--- src/rtl/multiplier_sequential.sv ---
// Radix-2 shift-and-add unsigned multiplier: one multiplier bit per clock, fixed WIDTH-cycle run,
// registered result/Busy/Done outputs.
module multiplier_sequential #(
  parameter int unsigned WIDTH = 4
) (
  input  logic               Clk,
  input  logic               Reset,
  input  logic               Start,
  input  logic [WIDTH-1:0]   multiplicand,
  input  logic [WIDTH-1:0]   multiplier,
  output logic [2*WIDTH-1:0] result,
  output logic               Busy,
  output logic               Done
);

  localparam int unsigned CntW = (WIDTH > 2) ? $clog2(WIDTH) : 1;
  localparam logic [CntW-1:0] LastCnt = CntW'(WIDTH - 1);

  typedef enum logic [1:0] {StIdle, StRun, StDone} state_e;

  state_e             state_q, state_d;
  logic [2*WIDTH-1:0] mcand_q, mcand_d;
  logic [WIDTH-1:0]   mplier_q, mplier_d;
  logic [2*WIDTH-1:0] acc_q, acc_d;
  logic [CntW-1:0]    cnt_q, cnt_d;
  logic [2*WIDTH-1:0] result_q, result_d;
  logic               busy_q, busy_d;
  logic               done_q, done_d;
  logic [2*WIDTH-1:0] acc_sum;

  // Accumulator is 2*WIDTH wide, so the sum of all shifted partial products cannot overflow.
  assign acc_sum = acc_q + (mplier_q[0] ? mcand_q : '0);

  always_comb begin
    state_d  = state_q;
    mcand_d  = mcand_q;
    mplier_d = mplier_q;
    acc_d    = acc_q;
    cnt_d    = cnt_q;
    result_d = result_q;
    busy_d   = busy_q;
    done_d   = 1'b0;
    unique case (state_q)
      StIdle: begin
        if (Start) begin
          mcand_d  = {{WIDTH{1'b0}}, multiplicand};
          mplier_d = multiplier;
          acc_d    = '0;
          cnt_d    = '0;
          busy_d   = 1'b1;
          state_d  = StRun;
        end
      end
      StRun: begin
        acc_d    = acc_sum;
        mcand_d  = mcand_q << 1;
        mplier_d = mplier_q >> 1;
        cnt_d    = cnt_q + 1'b1;
        if (cnt_q == LastCnt) begin
          result_d = acc_sum;
          busy_d   = 1'b0;
          done_d   = 1'b1;
          state_d  = StDone;
        end
      end
      StDone: begin
        state_d = StIdle;
      end
      default: begin
        busy_d  = 1'b0;
        state_d = StIdle;
      end
    endcase
  end

  always_ff @(posedge Clk) begin
    if (Reset) begin
      state_q  <= StIdle;
      mcand_q  <= '0;
      mplier_q <= '0;
      acc_q    <= '0;
      cnt_q    <= '0;
      result_q <= '0;
      busy_q   <= 1'b0;
      done_q   <= 1'b0;
    end else begin
      state_q  <= state_d;
      mcand_q  <= mcand_d;
      mplier_q <= mplier_d;
      acc_q    <= acc_d;
      cnt_q    <= cnt_d;
      result_q <= result_d;
      busy_q   <= busy_d;
      done_q   <= done_d;
    end
  end

  assign result = result_q;
  assign Busy   = busy_q;
  assign Done   = done_q;

endmodule

--- config.mk ---
export PLATFORM = sky130hd
export DESIGN_NAME = multiplier_sequential
export DESIGN_NICKNAME = d
export VERILOG_FILES = /design/src/rtl/multiplier_sequential.sv
export SDC_FILE = /design/constraint.sdc
export NUM_CORES = 1
export LEC_CHECK = 0
export CAP_MARGIN = 10
export CORE_MARGIN = 3
export CORE_UTILIZATION = 60
export CTS_BUF_LIST = sky130_fd_sc_hd__clkbuf_8
export DETAILED_ROUTE_END_ITERATION = 6
export DONT_BUFFER_PORTS = 1
export PLACE_DENSITY_LB_ADDON = 0.1
export SYNTH_ARGS = -nofsm -noshare
export SYNTH_HDL_FRONTEND = slang
export SYNTH_SLANG_ARGS = --single-unit
--- constraint.sdc ---
create_clock -name Clk -period 2.5 [get_ports Clk]
set_input_delay 0.5 -clock Clk [delete_from_list [all_inputs] [get_ports Clk]]
set_output_delay 0.5 -clock Clk [all_outputs]
set_load 0.05 [all_outputs]
* Word-level counts from Yosys, hierarchy flattened
Index checks and enable logic that the tools add are counted.
** Cells by class
- $add $sub $neg :: 2
- Multipliers :: 0
- Divide/modulo/power cells :: 0
- Magnitude comparators :: 0
- Eq/ne operators :: 5
- Shift operators :: 0
- Multiplexer cells :: 16
- Bitwise operators :: 2
- Reduce and logical (&&, ||, !) cells :: 7
** Operator list (count)
- 8-bit case mux with 2 select lines :: 2
- 8-bit two-way mux :: 3
- 8-bit adder :: 1
- 2-bit case mux with 2 select lines :: 2
- 4-bit case mux with 2 select lines :: 1
- 2-bit two-way mux :: 3
- 2-bit AND reduction :: 3
- 2-bit == test (second input constant) :: 2
- 4-bit two-way mux :: 1
- 2-bit inequality test (second input constant) :: 2
- 1-bit two-way mux :: 3
- 1-bit case mux with 3 select lines :: 1
- 3-bit AND reduction :: 1
- 2-bit by 1-bit adder with 2-bit output (second input constant) :: 1
- 2-bit by 1-bit == test with 1-bit output (second input constant) :: 1
- 2-bit logical NOT :: 1
- 1-bit inverter :: 2
- 2-bit nonzero test :: 1
- 2-bit OR reduction :: 1
** Word-level totals
- Flip-flop bits (word level) :: 34
- Bits in latches :: 0
- RAM bits :: 0
- Memory bits (read-only) :: 0
- Input port bits :: 11
- Output and inout bits :: 10
- Word-level logic and storage cells :: 40
- Memories kept :: 0

* Depth between registers and ports, before layout
- Depth in word-level cells :: 3
- Depth in mapped cells :: 8
- Gate-level depth less buffers :: 8

* Least setup slack after synthesis
No wires, ideal clock.
- Path kind :: register to register
- Start :: register mplier_q[0]
- End :: register result_q[6] (netlist: result[6])
- Library setup time :: 127 ps
- Data arrival time :: 1755 ps
- Data required time :: 2373 ps
- Path slack :: 617 ps
- Stages on the path, launching flop included :: 9
- Buffers on the path :: 0
- Period minus slack after synthesis :: 1883 ps
- Cell sequence :: dfxtp_1 -> and2_1 -> ha_1 -> inv_1 -> fa_1 -> nor2b_1 -> o31ai_2 -> a211oi_1 -> o31ai_1
** On the way
- Longest elaborated chain between the ends :: 2
** Ends and longest elaborated chain
- from (decl) :: line 23 : logic [WIDTH-1:0] mplier_q, mplier_d;
- from (signal assigned) :: line 89 : mplier_q <= mplier_d;
- 8-bit two-way mux :: line 32 : assign acc_sum = acc_q + (mplier_q[0] ? mcand_q : '0);
- 8-bit adder :: line 32
- to (signal assigned) :: line 92 : result_q <= result_d;
- to (decl) :: line 26 : logic [2*WIDTH-1:0] result_q, result_d;
No other way between the ends.
A chain may end at the register's enable or synchronous reset.

* Worst setup path after layout
- Start :: register mplier_q[0]
- End :: register acc_q[6]
** On the way
- Longest elaborated chain between the ends :: 3
** Ends and longest elaborated chain
- 8-bit two-way mux :: line 32
- 8-bit adder :: line 32
- 8-bit case mux with 2 select lines :: line 43 : unique case (state_q)
- to (signal assigned) :: line 81 : acc_q <= '0;
- to (signal assigned) :: line 90 : acc_q <= acc_d;
- to (decl) :: line 24 : logic [2*WIDTH-1:0] acc_q, acc_d;
No other way between the ends.

==> summary by stage <==
STA
The number of failing setup endpoints in the final timing report is 0. The transition time at the pin with the least slew margin is 0.885 ns. The worst hold margin is 0.278 ns. The worst slew slack as a fraction of its limit is 0.408. The number of slew-limit violations in the final report is 0. The achievable frequency is 486 MHz. Setup repair after global routing left no endpoint under its margin. The final clock period utilization by the worst path is 0.823.

For the final database, setup skew stands at 0.00765 ns. The number of hold violations in the final report is 0. The clock period could shrink to 2.06 ns. For the final routed database, the setup TNS stands at 0 ns.

Setup path
The slowest stage of the critical path belongs to the cell sky130_fd_sc_hd__dfxtp_1. STA classifies the critical path endpoint as a flop. The critical-path maximum fanout is 9. The reg-to-reg critical path endpoint is acc_q[6]$_SDFFE_PP0P_.

The number of cells on the worst reg-to-reg path is 8. The critical path launch point type is a flop. The number of buffers and inverters on the critical path is 1. The critical path class is reg -> reg. The setup check on the worst reg-to-reg path leaves a slack of 0.44 ns. The worst stage delay on the critical path is 0.44 ns. Data on the critical path arrives at its endpoint at 2.21 ns. The startpoint identified for the worst register-to-register timing path is mplier_q[0]$_SDFFE_PP0P_.

The family with the most delay on the worst path is adder cells. Walking the worst path, the cells encountered are and2_1, ha_1, inv_1, fa_1, nor2b_1, o31ai_2, a211oi_1, o31ai_1. The worst path required time is 2.65 ns.

Layout
Leaving out fill and tap cells, the most frequent cell in the layout is sky130_fd_sc_hd__dfxtp_1. After filler insertion, the fill cell instance count of the layout stands at 207. The share of cells above drive strength 1 is 0.0690. Compared with the post-synthesis result, the final layout area differs by 5.72%. The finished layout holds 233 standard cells, fillers aside. The number of nets in the layout is 222. Leaving out fill and tap cells, the most frequent cells in the layout are sky130_fd_sc_hd__dfxtp_1, sky130_fd_sc_hd__nor2_1, sky130_fd_sc_hd__nand2_1, sky130_fd_sc_hd__a21oi_1, sky130_fd_sc_hd__a22oi_1. The repair_antennas step left the layout with diodes totalling 0.

Yosys
For this run, the leading register cell type out of synthesis is sky130_fd_sc_hd__dfxtp_1. The synthesized instance count is 204. The synthesis warning total is 0. After synthesis, the share of flip-flops with an asynchronous set or reset is 0. Sorting the synthesized cells by area gives the leading types as sky130_fd_sc_hd__dfxtp_1, sky130_fd_sc_hd__nor2_1, sky130_fd_sc_hd__ha_1. Synthesis inferred 34 register bits. In this run the mean area of a mapped cell was 8.37 µm². Summing every instance area after synthesis gives 1710 µm². The sequential element share of the synthesized area is 0.399. The largest area contributor in the netlist is sky130_fd_sc_hd__dfxtp_1.

The distinct cell type count of the synthesized netlist is 38. The number of flops mapped to enable cells by yosys is 0. Counting every net in the synthesized netlist gives 224. The share of synthesized area in the top cell type comes to 0.399.

Floorplan
The die covers 3520 µm². The initialized floorplan defines 18 standard-cell rows. In this run the vertical extent of the chip is 59.3 µm. The die width is 59.3 µm. The core region is 2590 µm². The initial standard-cell utilization of the core is 0.659. The count of pins on the block boundary is 21.

Clocking
The number of sinks handled by clock tree synthesis is 34. TritonCTS built the clock tree. The maximum number of buffers from clock root to sink is 2.

The number of gates resized after CTS was 0. The number of hold-repair buffers added at the cts stage is 0. The number of setup buffers added after CTS is 0. The number of buffers inserted during clock tree synthesis is 5. The later pin in the worst-skew pair is clocked with a latency of 0.29 ns. The clock slew seen by the registers of the worst setup and hold paths is 0.07 ns. The number of levels in the clock H-tree is 2. The CTS root buffer is sky130_fd_sc_hd__clkbuf_8.

Power and ir drop
The static leakage is 0.000696 µW. The largest vdd supply drop is 0.465 mV. The total power density per cell area is 587 nW/µm².

Route
The average wire length per cell after detail routing is 15.2 µm. The first-iteration detailed-routing DRC count is 72. For this run, the detailed router's first-pass iteration total came to 5. In the routed layout, each cell is associated on average with a via count of 6.24. The total wire length after detailed routing is 3.53 mm. After detailed routing, the number of remaining DRC violations is 0. The number of nets still failing antenna checks after routing is 0.

The routed layout has 1455 vias.

Placement
The HPWL reported at the end of detailed placement is 2.56 mm. The count of buffers inserted at the top-level ports is 0. The cell count after placement is 225. Routability-driven placement finished with a final weighted congestion of 0.839.

GRT
The total global-route track usage is 0.235. Entering global routing, the biggest net connects 41 pins. The global-route wire length before repair is 6.18 mm. The via count of the first global-routing pass is 1393. Global routing finished with a remaining overflow of 0. The number of antenna violations at the first check in global routing is 0.

Status
The run finished with clean final reports.

Hold path
The destination of the worst hold path is result[7]$_SDFFE_PP0P_. Along the worst hold path, the cell count comes to 1. The worst min-delay path category is in -> reg.

The startpoint identified for the worst hold timing path is Reset.

Job
Max-cap violations in this run came to 0.
-- how the worst max path moves through the flow --
stage                              from                     end  cells after the start
6_report       mplier_q[0]$_SDFFE_PP0P_   acc_q[6]$_SDFFE_PP0P_                      8
5_1_grt        mplier_q[0]$_SDFFE_PP0P_   acc_q[6]$_SDFFE_PP0P_                      8
4_1_cts        mplier_q[0]$_SDFFE_PP0P_   acc_q[6]$_SDFFE_PP0P_                      8
3_5_place_dp   mplier_q[0]$_SDFFE_PP0P_   acc_q[6]$_SDFFE_PP0P_                      8
3_3_place_gp   mplier_q[0]$_SDFFE_PP0P_  result[6]$_SDFFE_PP0P_                      8
2_1_floorplan  mplier_q[0]$_SDFFE_PP0P_  result[6]$_SDFFE_PP0P_                      8
-- sequential cells by signal, summed over array words and instances, names as in the netlist --
| register | cells |
|---|---|
| Done | 1 |
| acc_q | 8 |
| state_q | 2 |
| result | 8 |
| mplier_q | 4 |
| mcand_q | 8 |
| cnt_q | 2 |
| Busy | 1 |
-- metrics by stage --
stage	setup slack [ns]	utilization	total power, µW	area [µm²]
floorplan	0.617	-	654	1710
global placement	0.511	0.661	659	1710
detailed placement	0.442	0.661	663	1710
CTS	0.438	0.697	1070	1800
global route	0.235	0.697	1110	1800
finish	0.442	0.697	1060	1800
-- cell usage after synthesis (4+ instances only) --
cell / number
sky130_fd_sc_hd__dfxtp_1: 34
sky130_fd_sc_hd__nor2_1: 27
sky130_fd_sc_hd__nand2_1: 26
sky130_fd_sc_hd__a21oi_1: 13
sky130_fd_sc_hd__a22oi_1: 9
sky130_fd_sc_hd__ha_1: 8
sky130_fd_sc_hd__a311oi_1: 7
sky130_fd_sc_hd__and2_1: 7
sky130_fd_sc_hd__clkbuf_1: 7
sky130_fd_sc_hd__inv_1: 6
sky130_fd_sc_hd__nand2b_1: 5
sky130_fd_sc_hd__o21ai_0: 5
sky130_fd_sc_hd__buf_2: 4
sky130_fd_sc_hd__nand3_1: 4
sky130_fd_sc_hd__nor2b_1: 4
-- kinds of logic after synthesis --
kind of cell / share of synthesized area
AOI/OAI and AO/OA: 0.208
DFF: 0.399
xor gates and xnor gates: 0.0103
adders and majority gates: 0.0704
buffers and inverters: 0.0447
and+or+nand+nor: 0.268
-- layout make-up --
cell class,count,area [µm²],area share
Clock buffer,6,82.6,0.0458
Clock inverter,2,8.76,0.00485
Inverter,6,22.5,0.0125
Multi-Input combinational cell,152,950,0.526
Sequential cell,34,681,0.377
Tap cell,30,37.5,0.0208
Timing Repair Buffer,3,22.5,0.0125
-- power by group --
part	internal [µW]	total [µW]	switching, µW
combinational	29.1	72.9	43.8
clock	218	408	190
sequential	559	579	20.2
total	806	1060	254
-- per-layer routing --
metal  wire [µm]  GRT usage
met1        1590      0.288
met2        1690      0.376
met3         193     0.0566
met4          60      0.129
met5           0          0
Power figures use the tool's default switching activity.
